[src/rtl/regfile_scoreboard_pkg.sv]
// rtl/regfile_scoreboard_pkg.sv - shared defaults, derived depth, mode constants and read-source enum
package regfile_scoreboard_pkg;

  localparam int DATA_W_DEF   = 32;
  localparam int ADDR_W_DEF   = 3;
  localparam int DEPTH_DEF    = 1 << ADDR_W_DEF;

  localparam bit BYPASS_OFF   = 1'b0;
  localparam bit BYPASS_ON    = 1'b1;
  localparam bit ZERO_REG_OFF = 1'b0;
  localparam bit ZERO_REG_ON  = 1'b1;

  // Where a read port takes its data from in the current cycle
  typedef enum logic [1:0] {
    SRC_STORED = 2'd0,
    SRC_WD0    = 2'd1,
    SRC_WD1    = 2'd2,
    SRC_ZERO   = 2'd3
  } rd_src_e;

endpackage

[src/rtl/regfile_scoreboard_rf_scoreboard.sv]
// rtl/regfile_scoreboard_rf_scoreboard.sv - per-register busy bits with issue/write-back priority and registered busy count
module rf_scoreboard
  import regfile_scoreboard_pkg::*;
#(
  parameter int ADDR_W   = ADDR_W_DEF,
  parameter bit ZERO_REG = ZERO_REG_OFF
) (
  input  logic                     clk,
  input  logic                     n_rst,
  input  logic                     iss_valid,
  input  logic [ADDR_W-1:0]        iss_addr,
  input  logic                     we0,
  input  logic [ADDR_W-1:0]        wa0,
  input  logic                     we1,
  input  logic [ADDR_W-1:0]        wa1,
  output logic [(1<<ADDR_W)-1:0]   busy,
  output logic [ADDR_W:0]          busy_cnt
);

  localparam int DEPTH = 1 << ADDR_W;

  logic [DEPTH-1:0] busy_nxt;
  logic [ADDR_W:0]  busy_pop;

  // Issue beats write-back: the write retires the older producer of the register
  always_comb begin
    busy_nxt = busy;
    for (int r = 0; r < DEPTH; r++) begin
      if (ZERO_REG && r == 0)
        busy_nxt[r] = 1'b0;
      else if (iss_valid && iss_addr == ADDR_W'(r))
        busy_nxt[r] = 1'b1;
      else if ((we0 && wa0 == ADDR_W'(r)) || (we1 && wa1 == ADDR_W'(r)))
        busy_nxt[r] = 1'b0;
    end
  end

  always_comb begin
    busy_pop = '0;
    for (int r = 0; r < DEPTH; r++)
      busy_pop = busy_pop + {{ADDR_W{1'b0}}, busy[r]};
  end

  always_ff @(posedge clk or negedge n_rst) begin
    if (!n_rst) begin
      busy     <= '0;
      busy_cnt <= '0;
    end else begin
      busy     <= busy_nxt;
      busy_cnt <= busy_pop;
    end
  end

endmodule

[src/rtl/regfile_scoreboard.sv]
// rtl/regfile_scoreboard.sv - 2R/2W register file with optional bypass, optional zero register and busy scoreboard
module regfile_scoreboard
  import regfile_scoreboard_pkg::*;
#(
  parameter int DATA_W   = DATA_W_DEF,
  parameter int ADDR_W   = ADDR_W_DEF,
  parameter bit BYPASS   = BYPASS_ON,
  parameter bit ZERO_REG = ZERO_REG_OFF
) (
  input  logic                                 clk,
  input  logic                                 n_rst,
  input  logic [ADDR_W-1:0]                    ra1,
  input  logic [ADDR_W-1:0]                    ra2,
  output logic [DATA_W-1:0]                    rd1,
  output logic [DATA_W-1:0]                    rd2,
  output logic                                 rbusy1,
  output logic                                 rbusy2,
  input  logic [ADDR_W-1:0]                    wa0,
  input  logic [ADDR_W-1:0]                    wa1,
  input  logic [DATA_W-1:0]                    wd0,
  input  logic [DATA_W-1:0]                    wd1,
  input  logic                                 we0,
  input  logic                                 we1,
  input  logic                                 iss_valid,
  input  logic [ADDR_W-1:0]                    iss_addr,
  output logic [ADDR_W:0]                      busy_cnt,
  output logic [(1<<ADDR_W)*DATA_W-1:0]        rf_flat
);

  localparam int DEPTH = 1 << ADDR_W;

  logic [DATA_W-1:0] rf [DEPTH];
  logic [DEPTH-1:0]  busy;
  rd_src_e           src1, src2;

  rf_scoreboard #(.ADDR_W(ADDR_W), .ZERO_REG(ZERO_REG)) u_sb (
    .clk       (clk),
    .n_rst     (n_rst),
    .iss_valid (iss_valid),
    .iss_addr  (iss_addr),
    .we0       (we0),
    .wa0       (wa0),
    .we1       (we1),
    .wa1       (wa1),
    .busy      (busy),
    .busy_cnt  (busy_cnt)
  );

  // Port 1 wins a same-address collision
  always_ff @(posedge clk or negedge n_rst) begin
    if (!n_rst) begin
      for (int i = 0; i < DEPTH; i++)
        rf[i] <= '0;
    end else begin
      for (int i = 0; i < DEPTH; i++) begin
        if (!(ZERO_REG && i == 0)) begin
          if (we1 && wa1 == ADDR_W'(i))
            rf[i] <= wd1;
          else if (we0 && wa0 == ADDR_W'(i))
            rf[i] <= wd0;
        end
      end
    end
  end

  // The zero register overrides bypass
  function automatic rd_src_e rd_src(input logic [ADDR_W-1:0] ra,
                                     input logic w0, input logic [ADDR_W-1:0] a0,
                                     input logic w1, input logic [ADDR_W-1:0] a1);
    if (ZERO_REG && ra == '0)   return SRC_ZERO;
    if (BYPASS && w1 && a1 == ra) return SRC_WD1;
    if (BYPASS && w0 && a0 == ra) return SRC_WD0;
    return SRC_STORED;
  endfunction

  always_comb begin
    src1 = rd_src(ra1, we0, wa0, we1, wa1);
    src2 = rd_src(ra2, we0, wa0, we1, wa1);
    rd1  = rf[ra1];
    rd2  = rf[ra2];
    case (src1)
      SRC_WD1:  rd1 = wd1;
      SRC_WD0:  rd1 = wd0;
      SRC_ZERO: rd1 = '0;
      default:  rd1 = rf[ra1];
    endcase
    case (src2)
      SRC_WD1:  rd2 = wd1;
      SRC_WD0:  rd2 = wd0;
      SRC_ZERO: rd2 = '0;
      default:  rd2 = rf[ra2];
    endcase
    rbusy1 = (src1 == SRC_STORED) ? busy[ra1] : 1'b0;
    rbusy2 = (src2 == SRC_STORED) ? busy[ra2] : 1'b0;
  end

  for (genvar g = 0; g < DEPTH; g++) begin : g_flat
    assign rf_flat[g*DATA_W +: DATA_W] = rf[g];
  end

endmodule

[config.mk]
export PLATFORM = sky130hd
export DESIGN_NAME = regfile_scoreboard
export DESIGN_NICKNAME = d
export VERILOG_FILES = /design/src/rtl/regfile_scoreboard_pkg.sv /design/src/rtl/regfile_scoreboard_rf_scoreboard.sv /design/src/rtl/regfile_scoreboard.sv
export SDC_FILE = /design/constraint.sdc
export NUM_CORES = 1
export LEC_CHECK = 0
export CAP_MARGIN = 20
export CORE_MARGIN = 5
export CORE_UTILIZATION = 45
export CTS_CLUSTER_SIZE = 8
export DETAILED_ROUTE_END_ITERATION = 10
export GPL_TIMING_DRIVEN = 0
export HOLD_SLACK_MARGIN = 0.03
export PLACE_DENSITY = 0.75
export REMOVE_ABC_BUFFERS = 1
export SKIP_LAST_GASP = 1
export SLEW_MARGIN = 25
export SYNTH_ARGS = -nofsm -noshare
export SYNTH_HDL_FRONTEND = slang
export SYNTH_SLANG_ARGS = --single-unit
[constraint.sdc]
create_clock -name clk -period 2.4 [get_ports clk]
set_input_delay 0.36 -clock clk [delete_from_list [all_inputs] [get_ports clk]]
set_output_delay 0.36 -clock clk [all_outputs]
set_load 0.05 [all_outputs]
After elaboration in Yosys (flattened, before gate mapping)
Cells that the tools add are included.
Widths: inputs -> output; s select.
{ "word_totals": {"ff_bits": 268, "in_bits": 84, "output_inout_bits": 326, "wordCells": 178} }
{ "op_classes": {"n_addsub": 7, "order_cmp": 4, "eq_ne": 31, "muxes": 60, "bitwise": 2, "reduce_logical": 57} }
{ "op_table": {"columns": ["operator", "count"], "rows": [
  ["$mux 32", 20],
  ["$bmux 32 s3", 2],
  ["$pmux 32 s3", 2],
  ["$eq 3x3->1 const B", 12],
  ["$reduce_bool 2->1", 16],
  ["$logic_and 1x1->1", 28],
  ["$mux 1", 26],
  ["$add 4x1->4", 6],
  ["$eq 3x2->1 const B", 6],
  ["$mux 2", 8],
  ["$eq 3x3->1", 4],
  ["$eq 3x1->1 const B", 3],
  ["$logic_not 3->1", 3],
  ["$eq 2x2->1 const B", 4],
  ["$ge 4x4->1 const B", 2],
  ["$logic_or 1x1->1", 8],
  ["$lt 3x4->1 const B", 2],
  ["$not 3->4", 2],
  ["$bmux 1 s3", 2],
  ["$eq 2x1->1 const B", 2],
  ["$logic_not 2->1", 2],
  ["$add 1x1->2", 1]
]} }

Depth between registers and ports, before layout
{ "depth": {"ltp_word": 8, "ltp_mapped": 8, "depth_no_buf": 8} }

Modules after synthesis
A second synthesis with hierarchy kept.
{ "unflattened": {"cells_unflattened": 1803, "area_unflattened_um2": 18525.3} }
{ "modules_own_cells": {"columns": ["module", "instances", "cells_each", "area_per_inst_um2", "seq_area_each_um2"], "rows": [
  ["regfile_scoreboard", 1, 1740, 17778.3, 6406.1],
  ["rf_scoreboard", 1, 63, 747.0, 300.3]
]} }

Worst setup path before layout
Ideal clock, no wire load.
{ "synth_path": {"path_type": "in2out", "start": "input wa0[0]", "end": "output rd2[10]", "arrival_time_ps": 2519, "required_time_ps": 2040, "slack_ps": -479, "cell_stages": 7, "cell_sequence": "buf_4 xnor2_1 and4_1 buf_4 buf_2 a211oi_2 o31ai_1"} }
{ "synth_between": {"elab_chain_len": 8, "word_cells_on_any_way": 11, "cone_classes": "4 x eq/ne; 6 x mux; 1 x reduce/logical"} }
{ "synth_rtl": {"columns": ["item", "line_no", "source"], "rows": [
  ["start, declared", "regfile_scoreboard.sv:18", "input logic [ADDR_W-1:0] wa0,"],
  ["$eq 3x3->1 *", "regfile_scoreboard.sv:72", "if (BYPASS && w0 && a0 == ra) return SRC_WD0;"],
  ["$logic_and 1x1->1 *", "regfile_scoreboard.sv:72", null],
  ["$mux 1 (2 in series)", "regfile_scoreboard.sv:72", null],
  ["$mux 2 *", "regfile_scoreboard.sv:73", "return SRC_STORED;"],
  ["$mux 2 *", "regfile_scoreboard.sv:72", null],
  ["$eq 2x2->1 / $eq 2x1->1 (equally long branches)", "regfile_scoreboard.sv:87", "case (src2)"],
  ["$pmux 32 s3 *", "regfile_scoreboard.sv:87", null],
  ["end, declared", "regfile_scoreboard.sv:15", "output logic [DATA_W-1:0] rd2,"]
]} }
Mark *: on every way between the ends. The rest lies on a longest branch, timed or not. The select of a mux whose other input is x is not followed.

Worst setup path in the final report
{ "layout_path": {"start": "register u_sb.busy[0]", "end": "register u_sb.busy_cnt[2]"} }
{ "layout_between": {"elab_chain_len": 7} }
{ "layout_rtl": {"columns": ["item", "line_no", "source"], "rows": [
  ["start, declared", "regfile_scoreboard_rf_scoreboard.sv:16", "output logic [(1<<ADDR_W)-1:0] busy,"],
  ["start signal, assigned", "regfile_scoreboard_rf_scoreboard.sv:49", "busy <= busy_nxt;"],
  ["$add 1x1->2", "regfile_scoreboard_rf_scoreboard.sv:41", "busy_pop = busy_pop + {{ADDR_W{1'b0}}, busy[r]};"],
  ["$add 4x1->4 (6 in series)", "regfile_scoreboard_rf_scoreboard.sv:41", null],
  ["via u_sb.busy_pop[2]", "regfile_scoreboard_rf_scoreboard.sv:23", "logic [ADDR_W:0] busy_pop;"],
  ["end signal, assigned", "regfile_scoreboard_rf_scoreboard.sv:50", "busy_cnt <= busy_pop;"],
  ["end, declared", "regfile_scoreboard_rf_scoreboard.sv:17", "output logic [ADDR_W:0] busy_cnt"]
]} }
The timed path passes the listed nets, and every way through them passes these cells.
A chain may end at the register's enable or synchronous reset.

==> metrics.md <==
| Metric | Value |
|---|---|
| Post-route non-filler standard cell count | 2927 |
| Slew at the pin with the worst max-slew slack | 800 ps |
| Most common cell after layout, fill and taps aside | sky130_fd_sc_hd__clkdlybuf4s50_1 |
| Critical-path maximum fanout | 2 |
| Smallest setup slack after layout | -332 ps |
| Post-Synth Adder-Cell Area | 0.639% |
| Via count | 18956 |
| Share of the core filled with cells in the final layout | 68.4% |
| Average wire per cell in the routed design | 29.7 um |
| Number of fill cells | 2743 |
| Die extent in x | 212 um |
| Avg Cell Area, Syn | 10.2 um^2 |
| Final net count | 2479 |
| Die span in y | 212 um |
| Total wire length after detailed routing | 86900 um |
| XOR/XNOR Fraction of Synth Area | 0.619% |
| Class of the worst hold path | primary input to async pin |
| Final Hold Viols | 0 |
| Category of the worst setup path launch point | flop |
| Vias in the first global route | 18635 |
| Reg-to-reg startpoint | u_sb.busy[0] |
| Proportion of register bits with asynchronous set or reset after synthesis | 100% |
| H-Tree Depth | 2 |
| Post-Syn Area | 18400 um^2 |
| Antenna violations before repair | 4 |
| Result of the run | complete, but fails checks |
| Final ANT Viol Nets | 0 |
| Relative max-transition margin | 46.5% |
| Fraction of synthesized area in multiplexers | 30.2% |
| Setup Skew | 6.77 ps |
| Final critical-path share of the clock period | 114% |
| Pleak | 12.0 nW |
| Layout Cell Area excl Fill | 27800 um^2 |
| Final-layout setup total negative slack | -1470 ps |
| Residual DRC | 0 |
| Worst supply voltage drop on vdd | 0.732 mV |
| Clock buffer count from CTS | 39 |
| Top cells by area in the synthesized netlist | sky130_fd_sc_hd__dfrtp_1, sky130_fd_sc_hd__mux4_2, sky130_fd_sc_hd__mux2i_1 |
| CTS clk-pin slew, worst paths | 50 ps |
| Relative area change from synthesis to final layout | 51.1% |
| Insertion delay to the later sink of the worst-skew pair | 530 ps |
| Initial detailed-routing violation count | 2051 |
| Post-detailed-placement cell area | 23100 um^2 |
| Share of the yosys chip area belonging to registers | 36.5% |
| Post-Synth Simple-Gate Area | 11.5% |
| Peak Freq | 0.366 GHz |
| Count of synthesis-stage warnings from yosys | 0 |
| Share of cells above drive strength 1 | 32.6% |
| Synth Area in Compound Gates | 14.1% |
| Number of max-slew violations in the final report | 0 |
| Total congestion overflow | 0 |
| Post-synth top area cell | sky130_fd_sc_hd__dfrtp_1 |
| Max-capacitance violation count | 0 |
| Floorplan Core Area | 40600 um^2 |
| Worst setup path category | flop to flop |
| I/O Buffers | 409 |
| Yosys reg bits | 268 |
| Count of flip-flops with a built-in enable after synthesis | 0 |
| Post-synth cell types | 36 |
| Synth top area share | 36.5% |
| Failing checks | negative setup slack |
| Placed cells | 2589 |
| Signal arrival time at the worst endpoint | 3150 ps |
| Worst hold margin | 330 ps |
| Total power | 25.5 mW |
| Global placer's final weighted congestion | 0.830 |
| CP Capture Type | flop |
| Register-to-register path setup slack | -330 ps |
| Number of setup violations in the final report | 30 |
| Reg2reg path depth | 7 |
| First-pass iteration count of the detailed router | 7 |
| RSZ-0062 raised after global routing | yes |
| CTS tree | done |
| Syn Inst Count | 1803 |
| Critical Path RT | 2820 ps |
| Maximum clock insertion buffer count | 3 |
| Dominant combinational cell family by area after synthesis | multiplexers |
| Most frequent cells in the layout | sky130_fd_sc_hd__clkdlybuf4s50_1, sky130_fd_sc_hd__buf_4, sky130_fd_sc_hd__dfrtp_1 |
| Min cycle time layout | 2730 ps |
| Row count | 74 |
| Area enclosed by the die boundary | 45000 um^2 |
| CTS Root Cell | sky130_fd_sc_hd__clkbuf_16 |
| Capture instance of the worst register-to-register path | u_sb.busy_cnt[2] |
| Starting utilization of the core area | 45.3% |
| I/O pin cnt | 410 |
| Top flip-flop cell by instance count after synthesis | sky130_fd_sc_hd__dfrtp_1 |
| Pin count of the biggest net entering global routing | 93 |
| HPWL Detailed | 47900 um |
| Via count normalized by instance count | 6.48 |
| GRT Total Usage | 36.4% |
| Post-place setup slack | -1990 ps |
| Power density over the cells | 918 nW/um^2 |
| Global-route wire length before repair | 122000 um |
| Clock sink count | 268 |
## critical path: stages (launching register included)
cell,delay (ps)
sky130_fd_sc_hd__dfrtp_1,400
sky130_fd_sc_hd__ha_1,300
sky130_fd_sc_hd__inv_2,40
sky130_fd_sc_hd__fa_1,500
sky130_fd_sc_hd__fa_1,440
sky130_fd_sc_hd__fa_2,380
sky130_fd_sc_hd__fa_1,440
sky130_fd_sc_hd__xnor2_1,140
## state kept, by name (all words and copies together) (netlist names)
name,count
u_sb.busy_cnt,4
rf_flat,256
u_sb.busy,8
## cell families after synthesis
kind of cell | count (synthesis)
adders and majority gates | 7
muxes | 390
buffers and inverters | 243
xor gates and xnor gates | 13
and+or+nand+nor | 489
AOI/OAI and AO/OA | 393
DFF | 268
## cell type report
type | instances | area, um^2 | share of cell area [%]
clock inverters | 1 | 5.00 | 0.0180
well taps | 532 | 666 | 2.39
inverters | 14 | 52.6 | 0.189
diodes | 5 | 12.5 | 0.0450
repair buffers | 771 | 8100 | 29.1
flip-flops and latches | 268 | 6710 | 24.2
clock buffers | 42 | 1030 | 3.70
multi-input cells | 1294 | 11200 | 40.4
## report_power, final
group          total [mW]  internal (mW)  switching [mW]
Combinational        13.8           5.71            8.10
Sequential           6.68           5.55            1.14
Clock                5.02           2.98            2.04
## synthesized netlist by cell type, types with 13 or more instances
library cell and number:
sky130_fd_sc_hd__nor2b_1 68, sky130_fd_sc_hd__buf_1 23, sky130_fd_sc_hd__xnor2_1 13, sky130_fd_sc_hd__buf_4 20
sky130_fd_sc_hd__nand2_1 195, sky130_fd_sc_hd__o21ai_1 43, sky130_fd_sc_hd__o21ai_0 89, sky130_fd_sc_hd__dfrtp_1 268
sky130_fd_sc_hd__buf_6 16, sky130_fd_sc_hd__a211oi_2 56, sky130_fd_sc_hd__nor2_1 193, sky130_fd_sc_hd__inv_1 14
sky130_fd_sc_hd__a21oi_1 128, sky130_fd_sc_hd__mux4_2 132, sky130_fd_sc_hd__o31ai_1 64, sky130_fd_sc_hd__buf_2 60
sky130_fd_sc_hd__mux2i_1 258, sky130_fd_sc_hd__clkbuf_1 109
## metal layers
metal	up-vias	track usage, %	wire length [um]
met5	-	0	0
li1	7650	-	-
met1	9207	44.7	30000
met2	1654	55.6	38900
met3	445	12.5	11500
met4	0	21.9	6500
## worst max-delay path by stage
stage	start	to	slack [ps]	cells after the start
after floorplan	wa0[2]	rf_flat[32]	-2160	4
after global placement	n_rst	rf_flat[239]	-10660	1
after detailed placement	ra2[0]	rd2[8]	-1990	9
after CTS	u_sb.busy[0]	u_sb.busy_cnt[2]	-330	7
after global routing	u_sb.busy[0]	u_sb.busy_cnt[2]	-390	7
final	u_sb.busy[0]	u_sb.busy_cnt[2]	-330	7
## repair_timing
action / 4_1_cts / 5_1_grt
hold endpoints to repair: 50 / 0
cloned: 24 / 1
endpoints found under the setup margin: 69 / 67
setup buffers: 197 / 67
hold buffers: 1 / 0
pin swaps: 111 / 44
resized for setup: 639 / 64
Note: power is estimated with default switching activity, not from simulation.
